<file path="config.mk">
export PLATFORM = sky130hd
export DESIGN_NAME = palette_ram_banked
export DESIGN_NICKNAME = d
export VERILOG_FILES = /design/src/rtl/palette_ram_banked.sv
export SDC_FILE = /design/constraint.sdc
export NUM_CORES = 1
export LEC_CHECK = 0
export CORE_MARGIN = 5
export CORE_UTILIZATION = 55
export DETAILED_ROUTE_END_ITERATION = 6
export PLACE_DENSITY = 0.74
export SYNTH_ARGS = -nofsm -noshare
export SYNTH_HDL_FRONTEND = slang
export SYNTH_SLANG_ARGS = --single-unit
export TNS_END_PERCENT = 30
</file>
<file path="constraint.sdc">
create_clock -name Clk -period 2.2 [get_ports Clk]
set_input_delay 0.33 -clock Clk [delete_from_list [all_inputs] [get_ports Clk]]
set_output_delay 0.33 -clock Clk [all_outputs]
set_load 0.01 [all_outputs]
</file>
<file path="src/rtl/palette_ram_banked.sv">
// palette_ram_banked: multi-bank runtime-loadable colour palette, 2-cycle read latency.
// Each bank is its own RAM so the default load can fill every bank in parallel.
module palette_ram_banked #(
  parameter int IDX_W = 4,
  parameter int CH_W = 4,
  parameter int BANKS = 4,
  parameter int TRANSP_IDX = 0,
  localparam int BK_W = $clog2(BANKS)
) (
  input  logic              Clk,
  input  logic              Reset,
  input  logic              rd_valid,
  input  logic [BK_W-1:0]   rd_bank,
  input  logic [IDX_W-1:0]  rd_index,
  input  logic              transp_en,
  input  logic [1:0]        dim,
  input  logic              wr_en,
  input  logic [BK_W-1:0]   wr_bank,
  input  logic [IDX_W-1:0]  wr_index,
  input  logic [3*CH_W-1:0] wr_data,
  output logic [CH_W-1:0]   red,
  output logic [CH_W-1:0]   green,
  output logic [CH_W-1:0]   blue,
  output logic              out_valid,
  output logic              transparent,
  output logic              init_busy
);
  localparam int DW = 3 * CH_W;
  typedef enum logic {INIT, RUN} state_e;
  state_e state_q, state_d;
  logic [IDX_W-1:0] cnt_q, cnt_d;
  logic [CH_W-1:0] def_ch;
  logic [IDX_W-1:0] wa;
  logic [DW-1:0] wd;
  logic [DW-1:0] bank_rd [BANKS];
  logic [DW-1:0] sel;
  logic [BK_W-1:0] bk1_q;
  logic v1_q, k1_q;
  logic [1:0] d1_q;
  logic [DW-1:0] rgb_q, rgb_d;
  logic out_valid_q, transp_q;
  always_comb begin
    state_d = (state_q == INIT && cnt_q == '1) ? RUN : state_q;
    cnt_d = (state_q == INIT) ? cnt_q + IDX_W'(1) : cnt_q;
    def_ch = CH_W'(cnt_q);
    wa = (state_q == INIT) ? cnt_q : wr_index;
    wd = (state_q == INIT) ? {def_ch, def_ch, def_ch} : wr_data;
    sel = bank_rd[bk1_q];
    rgb_d = v1_q ? {sel[DW-1 -: CH_W] >> d1_q, sel[2*CH_W-1 -: CH_W] >> d1_q, sel[CH_W-1:0] >> d1_q} : rgb_q;
  end
  for (genvar b = 0; b < BANKS; b++) begin : g_bank
    logic [DW-1:0] mem [2**IDX_W];
    logic [DW-1:0] rd_q;
    // Read samples before the write lands, so same-cycle collisions return old data.
    always_ff @(posedge Clk) begin
      if (!Reset && (state_q == INIT || (wr_en && wr_bank == BK_W'(b)))) mem[wa] <= wd;
      rd_q <= mem[rd_index];
    end
    assign bank_rd[b] = rd_q;
  end
  always_ff @(posedge Clk) begin
    if (Reset) begin
      state_q <= INIT;
      cnt_q <= '0;
      v1_q <= 1'b0;
      k1_q <= 1'b0;
      d1_q <= '0;
      bk1_q <= '0;
      rgb_q <= '0;
      out_valid_q <= 1'b0;
      transp_q <= 1'b0;
    end else begin
      state_q <= state_d;
      cnt_q <= cnt_d;
      v1_q <= rd_valid && state_q == RUN;
      k1_q <= transp_en && rd_index == IDX_W'(TRANSP_IDX);
      d1_q <= dim;
      bk1_q <= rd_bank;
      rgb_q <= rgb_d;
      out_valid_q <= v1_q;
      transp_q <= k1_q && v1_q;
    end
  end
  assign {red, green, blue} = rgb_q;
  assign out_valid = out_valid_q;
  assign transparent = transp_q;
  assign init_busy = state_q == INIT;
endmodule

</file>
Yosys cells after proc, flatten, opt, wreduce, memory -nomap -nowiden
Memory sizes are Yosys's and may differ from the RTL's. A register that Yosys moved wholly into a read port is not among the register bits.
Index checks and enable logic that the tools add are counted.
{"block": "op_classes", "eq_ne": 4, "div": 0, "multipliers": 0, "shift": 3, "reduce_logical": 19, "mux": 13, "n_bitwise": 2, "magnitude_cmp": 1, "n_addsub": 1}
{"operator": "$mux W12", "n": 3}
{"operator": "$bmux W12 S2", "n": 1}
{"operator": "$logic_and A1 B1 Y1", "n": 12}
{"operator": "$shr A4 B2 Y4", "n": 3}
{"operator": "$mux W1", "n": 8}
{"operator": "$add A4 B1 Y4 const B", "n": 1}
{"operator": "$eq A2 B2 Y1 const B", "n": 2}
{"operator": "$eq A4 B4 Y1 const B", "n": 1}
{"operator": "$logic_not A4 Y1", "n": 1}
{"operator": "$logic_or A1 B1 Y1", "n": 4}
{"operator": "$mux W4", "n": 1}
{"operator": "$ge A3 B3 Y1 const B", "n": 1}
{"operator": "$not A2 Y3", "n": 1}
{"operator": "$eq A2 B1 Y1 const B", "n": 1}
{"operator": "$logic_not A2 Y1", "n": 1}
{"operator": "$logic_not A1 Y1", "n": 1}
{"operator": "$not A1 Y1", "n": 1}
{"block": "totals", "wordCells": 56, "out_inout_bits": 15, "regBits": 25, "latch_bits": 0, "memories": 4, "ramBits": 768, "mem_bits_ro": 0}
{"memory": "g_bank[0].mem", "depth": 16, "width": 12, "read_ports": 1, "rd_clocked_by_memory_dff": 1, "write_ports": 1, "line": "52", "text": "logic [DW-1:0] mem [2**IDX_W];"}
{"memory": "g_bank[1].mem", "depth": 16, "width": 12, "read_ports": 1, "rd_clocked_by_memory_dff": 1, "write_ports": 1, "line": "52"}
{"memory": "g_bank[2].mem", "depth": 16, "width": 12, "read_ports": 1, "rd_clocked_by_memory_dff": 1, "write_ports": 1, "line": "52"}
{"memory": "g_bank[3].mem", "depth": 16, "width": 12, "read_ports": 1, "rd_clocked_by_memory_dff": 1, "write_ports": 1, "line": "52"}

Depth between registers and ports, before layout
Gate-level depths: netlist (run 1).
{"block": "depth", "word_depth": 6, "ltp_mapped": 6}

Worst setup path after synthesis (run 1)
No wires, ideal clock.
{"block": "synth_path", "path_kind": "register to register", "startpoint": "reg state_q", "endpoint": "mem g_bank[0].mem[0][10] (netlist bit), data pin", "path_slack_ps": -118, "setup_ps": 356, "path_stages_with_launch": 6, "arrival_ps": 1962, "path_buffers": 3, "cell_sequence": "dfxtp_1 > clkbuf_1 > buf_2 > clkbuf_1 > nand2_1 > nand2_1"}
{"block": "synth_between", "elab_chain_cells": 1}
{"item": "start, declared", "line": "30", "text": "state_e state_q, state_d;"}
{"item": "start signal, assigned", "line": "73", "text": "state_q <= state_d;"}
{"item": "$mux W12", "line": "47", "text": "wd = (state_q == INIT) ? {def_ch, def_ch, def_ch} : wr_data;"}
{"item": "named net wd[10]", "line": "34", "text": "logic [DW-1:0] wd;"}
{"item": "end, declared", "line": "52"}
The timed path passes the listed nets, and every way through them passes these cells.

Final worst setup path (run 1)
{"block": "layout_path", "startpoint": "reg state_q", "endpoint": "mem g_bank[2].mem[5][11] (netlist bit), enable pin"}
{"block": "layout_between", "elab_chain_cells": 5, "word_cells_on_any_way": 6, "cone_classes": "3 x mux; 1 x bitwise; 2 x reduce/logical"}
{"item": "$not A1 Y1", "line": "56", "text": "if (!Reset && (state_q == INIT || (wr_en && wr_bank == BK_W'(b)))) mem[wa] <= wd;"}
{"item": "$logic_or A1 B1 Y1", "line": "56"}
{"item": "$logic_and A1 B1 Y1", "line": "56"}
{"item": "$mux W1", "line": "56"}
{"item": "$mux W1 (not written as such)", "line": "56"}
{"item": "end, declared", "line": "52"}
Several ways; a longest one is shown, not always the timed one.

==> impl_metrics.csv, run 1 <==
group,metric,value,unit
yosys,synth_seq_area_share,77.20,%
yosys,synthDominantCellAreaShare,72.60,%
sta,period_needed,2091,ps
sta,slew_headroom,41.91,%
job,drv_cap,0,
drt,wl_met3,6787,um
sta,max_freq,0.4783,GHz
cells_and_area,n_fill_cell,3660,
worst_hold_path,worstHoldPathType,"in2reg",
sta,skew,26.89,ps
setup_path,cp_max_fo,15,
placed_design,hpwl,43490,um
die,coreArea,57480,um2
sta,hold_slack,233.2,ps
yosys,synth_edf_count,768,
setup_path,cp_top_family,"buffers and inverters",
die,ios,46,
yosys,syn_nets,1443,
drt,ant_nets,0,
setup_path,crit_slowest_cell,"dfxtp_4",
die,dieHeight,250.3,um
sta,setup-tns-final,0,ps
cells_and_area,finalCoreUtilization,64.32,%
global_routing,grt_start_max_net_pins,65,
die,die_w,250.3,um
drt,wl_met1,28620,um
cells_and_area,final_cell_area,36970,um2
sta,rsz0062_at_grt,"false",
die,rows,88,
drt,drtIter0Drc,1834,
sta,drv_slew,0,
placed_design,post_dp_cell_area,34400,um2
setup_path,worstSetupEndpointType,"register",
cells_and_area,final_cell_count_no_fill,2452,
setup_path,cp-start-kind,"register",
clock_network,cts_hold_buf,0,
drt,top_layer,"met5",
cells_and_area,diodes,0,
setup_path,crit_arrival,2390,ps
setup_path,path_cells,"buf_4, nand2b_1, o32ai_1, buf_4, nand2_1, nor2_1, buf_4",
setup_path,required,2500,ps
setup_path,r2r_setup_slack,110,ps
yosys,yosysUniqueCellTypes,37,
cells_and_area,area_growth,16.37,%
global_routing,grt_pass1_vias,15623,
die,start_util,55.27,%
yosys,avgSynthCellArea,22.51,um2
yosys,yosysTopAreaCell,"edfxtp_1",
yosys,ys_warn_count,0,
yosys,synthCells,1411,
clock_network,cts.sinks,841,
drt,routed_via_density,6.202,
setup_path,crit_buf_inv,3,
global_routing,grt_usage,23.44,%
sta,tightest_slew,871.4,ps
setup_path,path_class,"reg2reg",
yosys,synth.most_common_cell,"edfxtp_1",
yosys,synth-seq-cells,841,
global_routing,grt_overflow,0,
clock_network,cts_made_buffers,81,
sta,period_share,95.03,%
setup_path,max_stage_delay,390,ps
clock_network,htreeDepth,3,
sta,setup_viol,0,
sta,final_hold_viol_count,0,
pwr,vdd_ir_drop_max,0.8848,mV
clock_network,clk_latency,620,ps
yosys,synth_area,31770,um2
drt,drt_pass1_iterations,5,
pwr,p_per_area,904.9,nW/um2
drt,wl_met2,35050,um
clock_network,cts_setup_buffers,0,
placed_design,dp.cells,2305,
global_routing,grt_pass1_wl,106600,um
yosys,synth_top_cells_by_count,"768 x edfxtp_1, 240 x mux4_2, 75 x nor2_1",
clock_network,clock_path_buffers,3,
drt,drcViolationCount,0,
placed_design,gp_congestion,0.8656,
drt,vias,15208,
placed_design,io_buffers,45,
yosys,ys.flop_type,"edfxtp_1",
cells_and_area,nNetsFinal,1655,
clock_network,cts_tree,"built",
yosys,synth_area_leaders,"edfxtp_1 73%, mux4_2 17%, dfxtp_1 4.6%",
die,die_area,62660,um2
global_routing,grt_antenna_before_repair,1,
yosys,synthArstFlopShare,0,%
cells_and_area,drive_gt1_share,31.48,%
clock_network,clk_pin_slew,60,ps
drt,drt-total-wl,72480,um
clock_network,ctsRootBufferMaster,"clkbuf_16",
setup_path,cpMostUsedCell,"buf_4",
drt,wl_per_cell,29.56,um
pwr,leakage,12.16,nW
status,outcome,"finished clean",
## metal layers
layer / global-route usage [%] / up-vias
li1: - / 6308
met1: 33.87 / 8025
met2: 36.50 / 757
met3: 6.168 / 116
met4: 6.253 / 2
met5: 0 / -
## worst paths after layout
check / from / cells past startpoint / endpoint
worst min register to register: k1_q$_SDFF_PP0_ / 1 / transparent$_SDFF_PP0_
worst max-delay path: state_q$_SDFFE_PP0P_ / 7 / g_bank[2].mem[5][11]$_DFFE_PP_
worst max register to register: state_q$_SDFFE_PP0P_ / 7 / g_bank[2].mem[5][11]$_DFFE_PP_
worst min-delay path: rd_index[3] / 3 / k1_q$_SDFF_PP0_
## logic make-up (layout without fill, tap and decap cells)
family | Yosys count | count (layout) | share of synthesized area, %
muxes | 274 | 274 | 18.09
xor gates and xnor gates | 2 | 2 | 0.05515
adders and majority gates | 1 | 1 | 0.03938
and+or+nand+nor | 187 | 187 | 2.592
DFF | 841 | 841 | 77.20
buffers and inverters | 73 | 349 | 1.343
AOI/OAI and AO/OA | 33 | 33 | 0.6814
## sequential cells by signal, summed over array words and instances, names as in the netlist, 2 cells and up
| signal | cells |
|---|---|
| g_bank.rd_q | 48 |
| d1_q | 2 |
| rgb_q | 12 |
| cnt_q | 4 |
| bk1_q | 2 |
| g_bank.mem | 768 |
## metrics by stage
step | total power, mW | worst slack, ps
after floorplan | 19.41 | -16.66
after global placement | 20.32 | -283.8
after detailed placement | 20.39 | -301.0
after CTS | 33.67 | 68.31
after global routing | 34.51 | 7.317
final | 33.45 | 109.3
## area by class of cell
class	count	area, um2	area share (%)
tap	765	957.2	2.589
multi-input combinational	497	6848	18.52
inverter	2	8.758	0.02369
clock inverter	47	390.4	1.056
timing repair buffer	200	2064	5.585
sequential	841	24530	66.35
clock buffer	100	2171	5.872
## worst register-to-register path, stage by stage (launching register included)
cell and delay, ps:
dfxtp_4 390, buf_4 170, nand2b_1 160, o32ai_1 180
buf_4 210, nand2_1 240, nor2_1 180, buf_4 240
## repair_timing
item,4_1_cts,5_1_grt
pin swaps,0,0
setup endpoints to repair,481,179
gates resized for setup,4,2
cloned,0,0
## cell usage in the layout, fill, tap and decap left out, types with 2 or more instances in the layout
cell type,instances
clkbuf_1,14
a21oi_1,8
bufinv_16,6
nand2_2,13
nor2b_1,9
and2_1,3
o21ai_0,7
inv_6,2
a21o_1,2
nand2_1,51
o31ai_1,2
nor2_1,75
a311oi_1,3
nand3_1,13
or3_1,3
mux4_2,240
buf_12,36
nand4b_1,3
edfxtp_1,768
nand3b_1,2
clkinv_2,19
clkbuf_8,4
nor3b_1,2
dfxtp_1,72
a22oi_1,6
nand4_1,3
nand2b_1,7
buf_4,120
mux2i_1,34
clkdlybuf4s50_1,40
clkinv_1,18
clkbuf_16,83
## report_power, final
part | internal (mW) | switching, mW | leakage [nW]
Combinational | 0.881 | 1.24 | 3.20
Sequential | 17.8 | 0.106 | 7.70
Clock | 7.72 | 5.67 | 1.27
Note: power is estimated with default switching activity, not from simulation.
==> inputs of run 2 (changes only) <==
PLACE_DENSITY = not set   (was 0.74)
PLACE_DENSITY_LB_ADDON = 0.3   (was not set)
SETUP_SLACK_MARGIN = 0.2   (was not set)
==> run 2 against run 1 <==
Compared with the run above: hold slack got worse by 4.0 ps; non-clock buffer count rose by 24; sequential power barely moved; core utilization rose by 1.4 points; count of clock-buffer cells in the layout rose by 14; clock power rose by 6%; maximum frequency rose by 0.70%; register-to-register slack barely moved; critical endpoint is now g_bank[0].mem[0][5]$_DFFE_PP_; largest power group unchanged.
==> impl_metrics.csv, run 2 (synthesized netlist as in run 1, its figures left out) <==
group,metric,value,unit
setup_path,path_class,"reg2reg",
drt,routed_via_density,6.171,
worst_hold_path,min_from,"rd_index[3]",
die,ios,46,
global_routing,grt_pass1_wl,106200,um
drt,drtIter0Drc,1720,
sta,drv_slew,0,
die,rows,88,
sta,slew_headroom,45.87,%
clock_network,cts_tree,"built",
cells_and_area,area_growth,18.97,%
clock_network,cts.sinks,841,
global_routing,grt_usage,23.11,%
clock_network,clk_latency,610,ps
clock_network,cts_made_buffers,83,
sta,skew,13.85,ps
sta,period_share,94.37,%
clock_network,htreeDepth,3,
drt,drcViolationCount,0,
global_routing,grt_pass1_vias,15558,
drt,wl_per_cell,29.51,um
worst_hold_path,hold_depth,3,
global_routing,grt_overflow,0,
status,outcome,"finished clean",
setup_path,cp_max_fo,12,
drt,vias,15322,
placed_design,io_buffers,45,
die,die_area,62660,um2
drt,drt-total-wl,73270,um
cells_and_area,top_regs,"g_bank.mem x768, g_bank.rd_q x48, rgb_q x12",
placed_design,gp_congestion,0.8980,
sta,rsz0062_at_grt,"true",
cells_and_area,final_cell_mix,"768 x edfxtp_1, 240 x mux4_2, 96 x buf_4, 88 x clkbuf_16, 72 x dfxtp_1",
setup_path,worst_r2r_path_depth,8,
setup_path,timing.rr.start,"state_q$_SDFFE_PP0P_",
sta,setup-tns-final,0,ps
cells_and_area,final_cell_count_no_fill,2483,
cells_and_area,n_fill_cell,3659,
setup_path,r2r_setup_slack,120,ps
die,start_util,55.27,%
global_routing,grt_antenna_before_repair,0,
drt,ant_nets,0,
placed_design,hpwl,43470,um
setup_path,required,2510,ps
pwr,p_per_area,908.4,nW/um2
sta,setup_viol,0,
cells_and_area,layout_commonest_cell,"edfxtp_1",
setup_path,cp-start-kind,"register",
clock_network,clock_path_buffers,3,
worst_hold_path,hold_path_end,"k1_q$_SDFF_PP0_",
sta,period_needed,2076,ps
setup_path,crit_arrival,2390,ps
setup_path,worstSetupEndpointType,"register",
cells_and_area,nNetsFinal,1681,
pwr,leakage,12.43,nW
setup_path,r2r-end,"g_bank[0].mem[0][5]$_DFFE_PP_",
global_routing,grt_start_max_net_pins,65,
cells_and_area,largest_register,"g_bank.mem",
worst_hold_path,worstHoldPathType,"in2reg",
sta,tightest_slew,812.0,ps
pwr,vdd_ir_drop_max,0.6914,mV
die,dieHeight,250.3,um
sta,final_hold_viol_count,0,
die,die_w,250.3,um
cells_and_area,drive_gt1_share,34.69,%
drt,drt_pass1_iterations,5,
sta,max_freq,0.4817,GHz
die,coreArea,57480,um2
cells_and_area,diodes,0,
cells_and_area,largest_reg_flops,768,
job,drv_cap,0,
clock_network,ctsRootBufferMaster,"clkbuf_16",
clock_network,clk_pin_slew,60,ps
placed_design,dp.cells,2310,
-- run 2: cell types whose count changed in the layout (fill, tap and decap cells not counted), sizes merged, moves of 2 or more --
cell      change
inv           -2
buf          +23
clkinvlp      +5
clkbuf       +15
bufinv        +2
clkinv       -12
-- run 2: area by class of cell --
type	instances	area, um2	share of cell area, %
clock buffers	114	2369	6.267
clock inverters	40	402.9	1.066
inverters	2	12.51	0.03311
multi-input cells	497	7044	18.64
flip-flops and latches	841	24530	64.90
well taps	765	957.2	2.533
repair buffers	224	2479	6.559
-- run 2: worst max-delay path by stage --
stage                               startpoint                       endpoint  slack [ps]
after floorplan           state_q$_SDFFE_PP0P_  g_bank[0].mem[5][0]$_DFFE_PP_         -20
after global placement             wr_index[0]  g_bank[0].mem[9][5]$_DFFE_PP_        -340
after detailed placement           wr_index[0]  g_bank[0].mem[9][5]$_DFFE_PP_        -360
after CTS                 state_q$_SDFFE_PP0P_  g_bank[2].mem[2][1]$_DFFE_PP_         140
after global routing      state_q$_SDFFE_PP0P_  g_bank[0].mem[0][4]$_DFFE_PP_         100
final                     state_q$_SDFFE_PP0P_  g_bank[0].mem[0][5]$_DFFE_PP_         120
-- run 2: metrics by stage --
step / worst slack [ps] / hold slack, ps / area [um2] / utilization, % / power (mW)
final: 123.9 / 229.2 / 37790 / 65.75 / 34.33
after global routing: 97.56 / 227.7 / 37790 / 65.75 / 35.38
after CTS: 140.3 / 211.5 / 37420 / 65.10 / 34.45
after detailed placement: -359.7 / 425.8 / 34490 / 60.00 / 20.37
after global placement: -337.3 / 419.1 / 34490 / 60.00 / 20.31
after floorplan: -16.66 / 405.7 / 31790 / - / 19.41
-- run 2: worst max-delay path, stage by stage, from the launching register on --
cell and delay, ps:
dfxtp_4 380, buf_8 140, or3_1 400, o31ai_2 90, buf_4 180, nand2_1 80, buf_12 150, nor2_1 160
buf_6 200
-- run 2: what timing repair did --
item,in CTS,in global routing
resized for setup,40,88
buffers inserted,0,3
hold buffers,0,0
gates cloned,6,10
setup endpoints to repair,673,721
pin swaps,2,4
-- run 2: metal layers --
metal | part of all wire (%) | vias up | GRT usage (%) | wire (um)
met5 | 0 | - | 0 | 0
met4 | 2.6 | 0 | 6.253 | 1928
met3 | 9.3 | 102 | 6.136 | 6819
met2 | 48 | 757 | 35.92 | 35500
met1 | 40 | 8080 | 33.37 | 29030
li1 | - | 6383 | - | -
-- run 2: where the power goes --
group | internal [mW] | switching, mW | total [mW]
Combinational | 0.927 | 1.25 | 2.18
Clock | 8.47 | 5.72 | 14.2
Sequential | 17.8 | 0.119 | 18.0
Total | 27.2 | 7.09 | 34.3
==> inputs of run 3 (changes only) <==
CELL_PAD_IN_SITES_DETAIL_PLACEMENT = 0   (was not set)
CELL_PAD_IN_SITES_GLOBAL_PLACEMENT = 1   (was not set)
CORE_UTILIZATION = 50   (was 55)
==> run 3 against run 2 <==
Compared with the run above: the flow now finishes with violations (design-rule violations); hold slack better by 72 ps; global-route usage is 1.9 points lower; critical path depth stayed put; cell area is 0.82% lower; critical endpoint is now g_bank[1].mem[1][9]$_DFFE_PP_; highest routed layer is now met5.
==> impl_metrics.csv, run 3 (synthesized netlist as in run 1, its figures left out) <==
group,metric,value,unit
setup_path,required,2530,ps
global_routing,grt_overflow,0,
cells_and_area,drive_gt1_share,33.31,%
clock_network,cts.sinks,841,
die,ios,46,
worst_hold_path,hold_path_end,"d1_q[1]$_SDFF_PP0_",
placed_design,io_buffers,45,
global_routing,grt_usage,21.23,%
sta,setup_viol,0,
die,rows,92,
clock_network,cts_tree,"built",
setup_path,crit_arrival,2390,ps
clock_network,cts_hold_buf,0,
setup_path,crit_slowest_cell,"dfxtp_4",
clock_network,clk_pin_slew,60,ps
sta,tightest_slew,844.6,ps
setup_path,cp-start-kind,"register",
cells_and_area,nNetsFinal,1662,
setup_path,path_class,"reg2reg",
clock_network,cts_made_buffers,82,
drt,ant_nets,0,
sta,slew_headroom,43.69,%
pwr,total_power,33.73,mW
clock_network,clock_path_buffers,3,
job,drv_cap,0,
clock_network,htreeDepth,3,
sta,rsz0062_at_grt,"true",
placed_design,gp_congestion,0.8255,
setup_path,max_stage_delay,370,ps
drt,drcViolationCount,2,
status,violations,"design-rule violations",
cells_and_area,layout_commonest_cell,"edfxtp_1",
setup_path,r2r_setup_slack,140,ps
global_routing,grt_pass1_vias,15156,
clock_network,clk_latency,620,ps
global_routing,grt_pass1_wl,104400,um
clock_network,cts_setup_buffers,0,
sta,worst_slack,140.6,ps
status,outcome,"complete, but fails checks",
setup_path,path_cells,"or3_1, o31ai_1, buf_4, buf_4, nand2_1, buf_6, nor2_4, clkbuf_16",
worst_hold_path,min_from,"dim[1]",
drt,routed_via_density,5.889,
die,die_w,262.1,um
die,start_util,50.45,%
setup_path,worst_r2r_path_depth,8,
die,dieHeight,262.1,um
sta,period_needed,2059,ps
drt,drt-total-wl,71580,um
setup_path,r2r-end,"g_bank[1].mem[1][9]$_DFFE_PP_",
setup_path,timing.rr.start,"cnt_q[3]$_SDFFE_PP0N_",
clock_network,ctsRootBufferMaster,"clkbuf_16",
die,coreArea,62970,um2
cells_and_area,largest_register,"g_bank.mem",
worst_hold_path,hold_depth,2,
setup_path,cpMostUsedCell,"buf_4",
setup_path,worstSetupEndpointType,"register",
worst_hold_path,worstHoldPathType,"in2reg",
cells_and_area,largest_reg_flops,768,
drt,drtIter0Drc,1734,
pwr,leakage,12.28,nW
drt,wl_per_cell,28.14,um
sta,final_hold_viol_count,0,
global_routing,grt_antenna_before_repair,5,
setup_path,cp_max_fo,7,
drt,vias,14981,
cells_and_area,area_growth,17.99,%
sta,skew,20.53,ps
pwr,vdd_ir_drop_max,0.4649,mV
setup_path,startpoint,"cnt_q[3]$_SDFFE_PP0N_",
sta,max_freq,0.4856,GHz
cells_and_area,final_cell_mix,"768 x edfxtp_1, 240 x mux4_2, 102 x buf_4, 85 x clkbuf_16, 69 x dfxtp_1",
placed_design,dpl_worst_slack,-258.7,ps
placed_design,hpwl,44740,um
die,die_area,68670,um2
sta,drv_slew,0,
sta,period_share,93.61,%
global_routing,grt_start_max_net_pins,65,
pwr,p_per_area,899.9,nW/um2
drt,drt_pass1_iterations,7,
cells_and_area,top_regs,"g_bank.mem x768, g_bank.rd_q x48, rgb_q x12",
-- run 3: power by group --
part           total (mW)  internal [mW]  switching, mW
clock                13.6           7.95           5.68
sequential           18.0           17.8          0.158
combinational        2.10          0.918           1.19
total                33.7           26.7           7.02
-- run 3: worst max-delay path by stage --
stage	to	cells after the start
floorplan	g_bank[0].mem[5][0]$_DFFE_PP_	6
global placement	g_bank[0].mem[1][3]$_DFFE_PP_	8
detailed placement	g_bank[0].mem[1][5]$_DFFE_PP_	8
CTS	g_bank[3].mem[0][7]$_DFFE_PP_	8
global route	g_bank[1].mem[4][9]$_DFFE_PP_	7
finish	g_bank[1].mem[1][9]$_DFFE_PP_	8
-- run 3: routing by layer --
metal	vias to the layer above	part of all wire, %	global-route usage [%]
met5	-	0.029	0
met4	4	2.3	6.085
met3	108	9.0	5.284
met2	589	47	31.90
met1	7944	42	31.64
li1	6336	-	-
-- run 3: cell type report --
| cell class | instances | area, um2 |
|---|---|---|
| flip-flops and latches | 841 | 24530 |
| multi-input cells | 497 | 6962 |
| inverters | 2 | 8.758 |
| clock inverters | 34 | 314.1 |
| well taps | 846 | 1059 |
| fillers | 4464 | 25480 |
| repair buffers | 206 | 2280 |
| clock buffers | 116 | 2322 |
| diodes | 2 | 5.005 |
-- run 3: critical path, delay by kind of cell (launching register included) --
family | cells | cell delay, ps
flops | 1 | 370
compound gates | 1 | 70
simple gates | 3 | 710
buf+inv | 4 | 620
-- run 3: what timing repair did --
item                                    in CTS  in global routing
pin swaps                                    0                  0
cloned                                       2                  4
gates resized for setup                     20                 44
endpoints found under the setup margin     468                692
-- run 3: stage by stage --
step                      TNS (ps)  util, %  instances  hold slack [ps]  area (um2)
after floorplan              -1625        -       1411            405.7       31790
after global placement      -36300    54.95       2386            447.6       34600
after detailed placement    -38200    54.95       2386            454.4       34600
after CTS                        0    59.24       2538            262.2       37300
after global routing             0    59.52       2542            290.9       37480
final                            0    59.53       2544            301.1       37480
==> patch (settings of run 2) <==
Register the input `wr_data` before use, without a reset. The logic sees it one clock later. The other inputs are not delayed to match.
--- a/src/rtl/palette_ram_banked.sv
+++ b/src/rtl/palette_ram_banked.sv
@@ -27,6 +27,13 @@
 );
   localparam int DW = 3 * CH_W;
   typedef enum logic {INIT, RUN} state_e;
+
+  logic [3*CH_W-1:0] wr_data_q;
+
+  always_ff @(posedge Clk) begin
+    wr_data_q <= wr_data;
+  end
+
   state_e state_q, state_d;
   logic [IDX_W-1:0] cnt_q, cnt_d;
   logic [CH_W-1:0] def_ch;
@@ -44,7 +51,7 @@
     cnt_d = (state_q == INIT) ? cnt_q + IDX_W'(1) : cnt_q;
     def_ch = CH_W'(cnt_q);
     wa = (state_q == INIT) ? cnt_q : wr_index;
-    wd = (state_q == INIT) ? {def_ch, def_ch, def_ch} : wr_data;
+    wd = (state_q == INIT) ? {def_ch, def_ch, def_ch} : wr_data_q;
     sel = bank_rd[bk1_q];
     rgb_d = v1_q ? {sel[DW-1 -: CH_W] >> d1_q, sel[2*CH_W-1 -: CH_W] >> d1_q, sel[CH_W-1:0] >> d1_q} : rgb_q;
   end
Check against the original RTL: same outputs for any inputs over 10 cycles, from zero or initial values and one cycle with Reset high; that may be too few to reach the edited logic, so the function may still have changed.
==> patch against run 2 <==
- design area is 0.77% lower
- power is 0.76% higher
- register-to-register slack gained 0.07 ns
- utilization fell by 0.76 points
- count of clock-buffer cells in the layout is 7 lower
- area after synthesis increased by 0.76%
- sequential share of layout area grew 1.2 points
- setup slack better by 0.050 ns
- worst hold slack got worse by 0.081 ns
- routed wire length down 1.9%
- sequential cell count is 12 higher
- critical endpoint is now init_busy
- largest cell class unchanged
==> patch: results (changes against run 2) <==
setup_path:
  arrival_ns: 1.70  # -0.69 ns
  path_max_fanout: 16  # +4
sta:
  slew_headroom_pct: 44.9  # -0.94 points
  fin_skew_ns: 0.0290  # +0.0151 ns
power:
  p_switching_w: 0.00711  # +0.22%
  power_leakage_nw: 12.4  # -0.39%
  vdd_ir_drop_max_mv: 0.678  # -1.9%
clocking:
  clk_latency_ns: 0.63  # +0.02 ns
global_routing:
  grt_usage_pct: 22.9  # -0.23 points
  use_met2_pct: 36.0  # +0.096 points
  grt_pass1_wl_mm: 106  # -0.58%
  grt_antenna_before_repair: 1  # +1
logic_synthesis:
  yosysSeqAreaShare_pct: 77.4  # +0.17 points
  synth_common_cells: "768 x edfxtp_1, 240 x mux4_2, 85 x dfxtp_1"
  yosys-top-cells-area: "edfxtp_1 72%, mux4_2 17%, dfxtp_1 5.3%"
placed_design:
  gp_congestion: 0.903  # +0.57%
  place_hpwl_mm: 43.6  # +0.40%
drt:
  routed-wl-met2_mm: 35.1  # -1.2%
  wl_met3_mm: 6.70  # -1.8%
  wl_met1_mm: 28.8  # -0.96%
  route.vias.total: 15300  # +0.072%
  routedWlPerCell_microns: 29.0  # -1.8%
  drtIter0Drc: 1841  # +7.0%
layout:
  nFillCells: 3711  # +1.4%
  drive_gt1_share_pct: 32.5  # -2.2 points
  reg.largest.list: "g_bank.mem x768, g_bank.rd_q x48"
outcome:
  status: "complete, no violations"
patch: logic make-up after synthesis:
logic type,share of synthesized area [%]
flip-flops,77.4
AND/OR/NAND/NOR,2.57
XOR/XNOR,0.0547
adder cells (fa/ha/maj),0.0391
buffers and inverters,1.33
multiplexers,18.0
AO/OA/AOI/OAI,0.676
patch: critical path: stages (launching register included):
cell,delay (ns)
dfxtp_4,0.44
clkinv_2,0.12
buf_4,0.21
dlygate4sd2_1,0.31
patch: what timing repair did:
action | CTS | global route
resized for setup | 12 | 42
setup buffers | 0 | 1
cloned | 1 | 5
endpoints found under the setup margin | 1005 | 752
patch: worst paths after layout:
path,startpoint,end,slack [ns],cells past startpoint
min,wr_data[10],wr_data_q[10],0.15,1
max reg2reg,state_q,g_bank[1].mem[13][11],0.19,6
min reg2reg,k1_q,transparent,0.43,1
max,state_q,init_busy,0.17,3
patch: final cells by class:
type	count	area, sq um	area share [%]
multi-input cells	497	6910	18.4
inverters	2	8.76	0.0234
well taps	765	957	2.55
clock buffers	107	2300	6.14
repair buffers	213	2100	5.59
flip-flops and latches	853	24800	66.1
clock inverters	43	454	1.21
patch: power groups by stage:
stage	clock network [W]	registers [W]	logic, W
floorplan	0	0.0185	0.00117
global placement	0	0.0185	0.00201
detailed placement	0	0.0185	0.00206
CTS	0.0145	0.0182	0.00207
global route	0.0153	0.0182	0.00221
finish	0.0143	0.0182	0.00210
patch: per-stage QoR:
stage          total power, W  utilization (%)  setup WS, ns  TNS, ns  cells
6_report               0.0346             65.0         0.174        0   2480
5_1_grt                0.0357             65.0         0.116        0   2480
4_1_cts                0.0348             64.7         0.172        0   2474
3_5_place_dp           0.0206             59.9        -0.184   -67.05   2323
3_3_place_gp           0.0205             59.9        -0.174   -33.44   2323
2_1_floorplan          0.0196                -       -0.0167    -1.63   1423
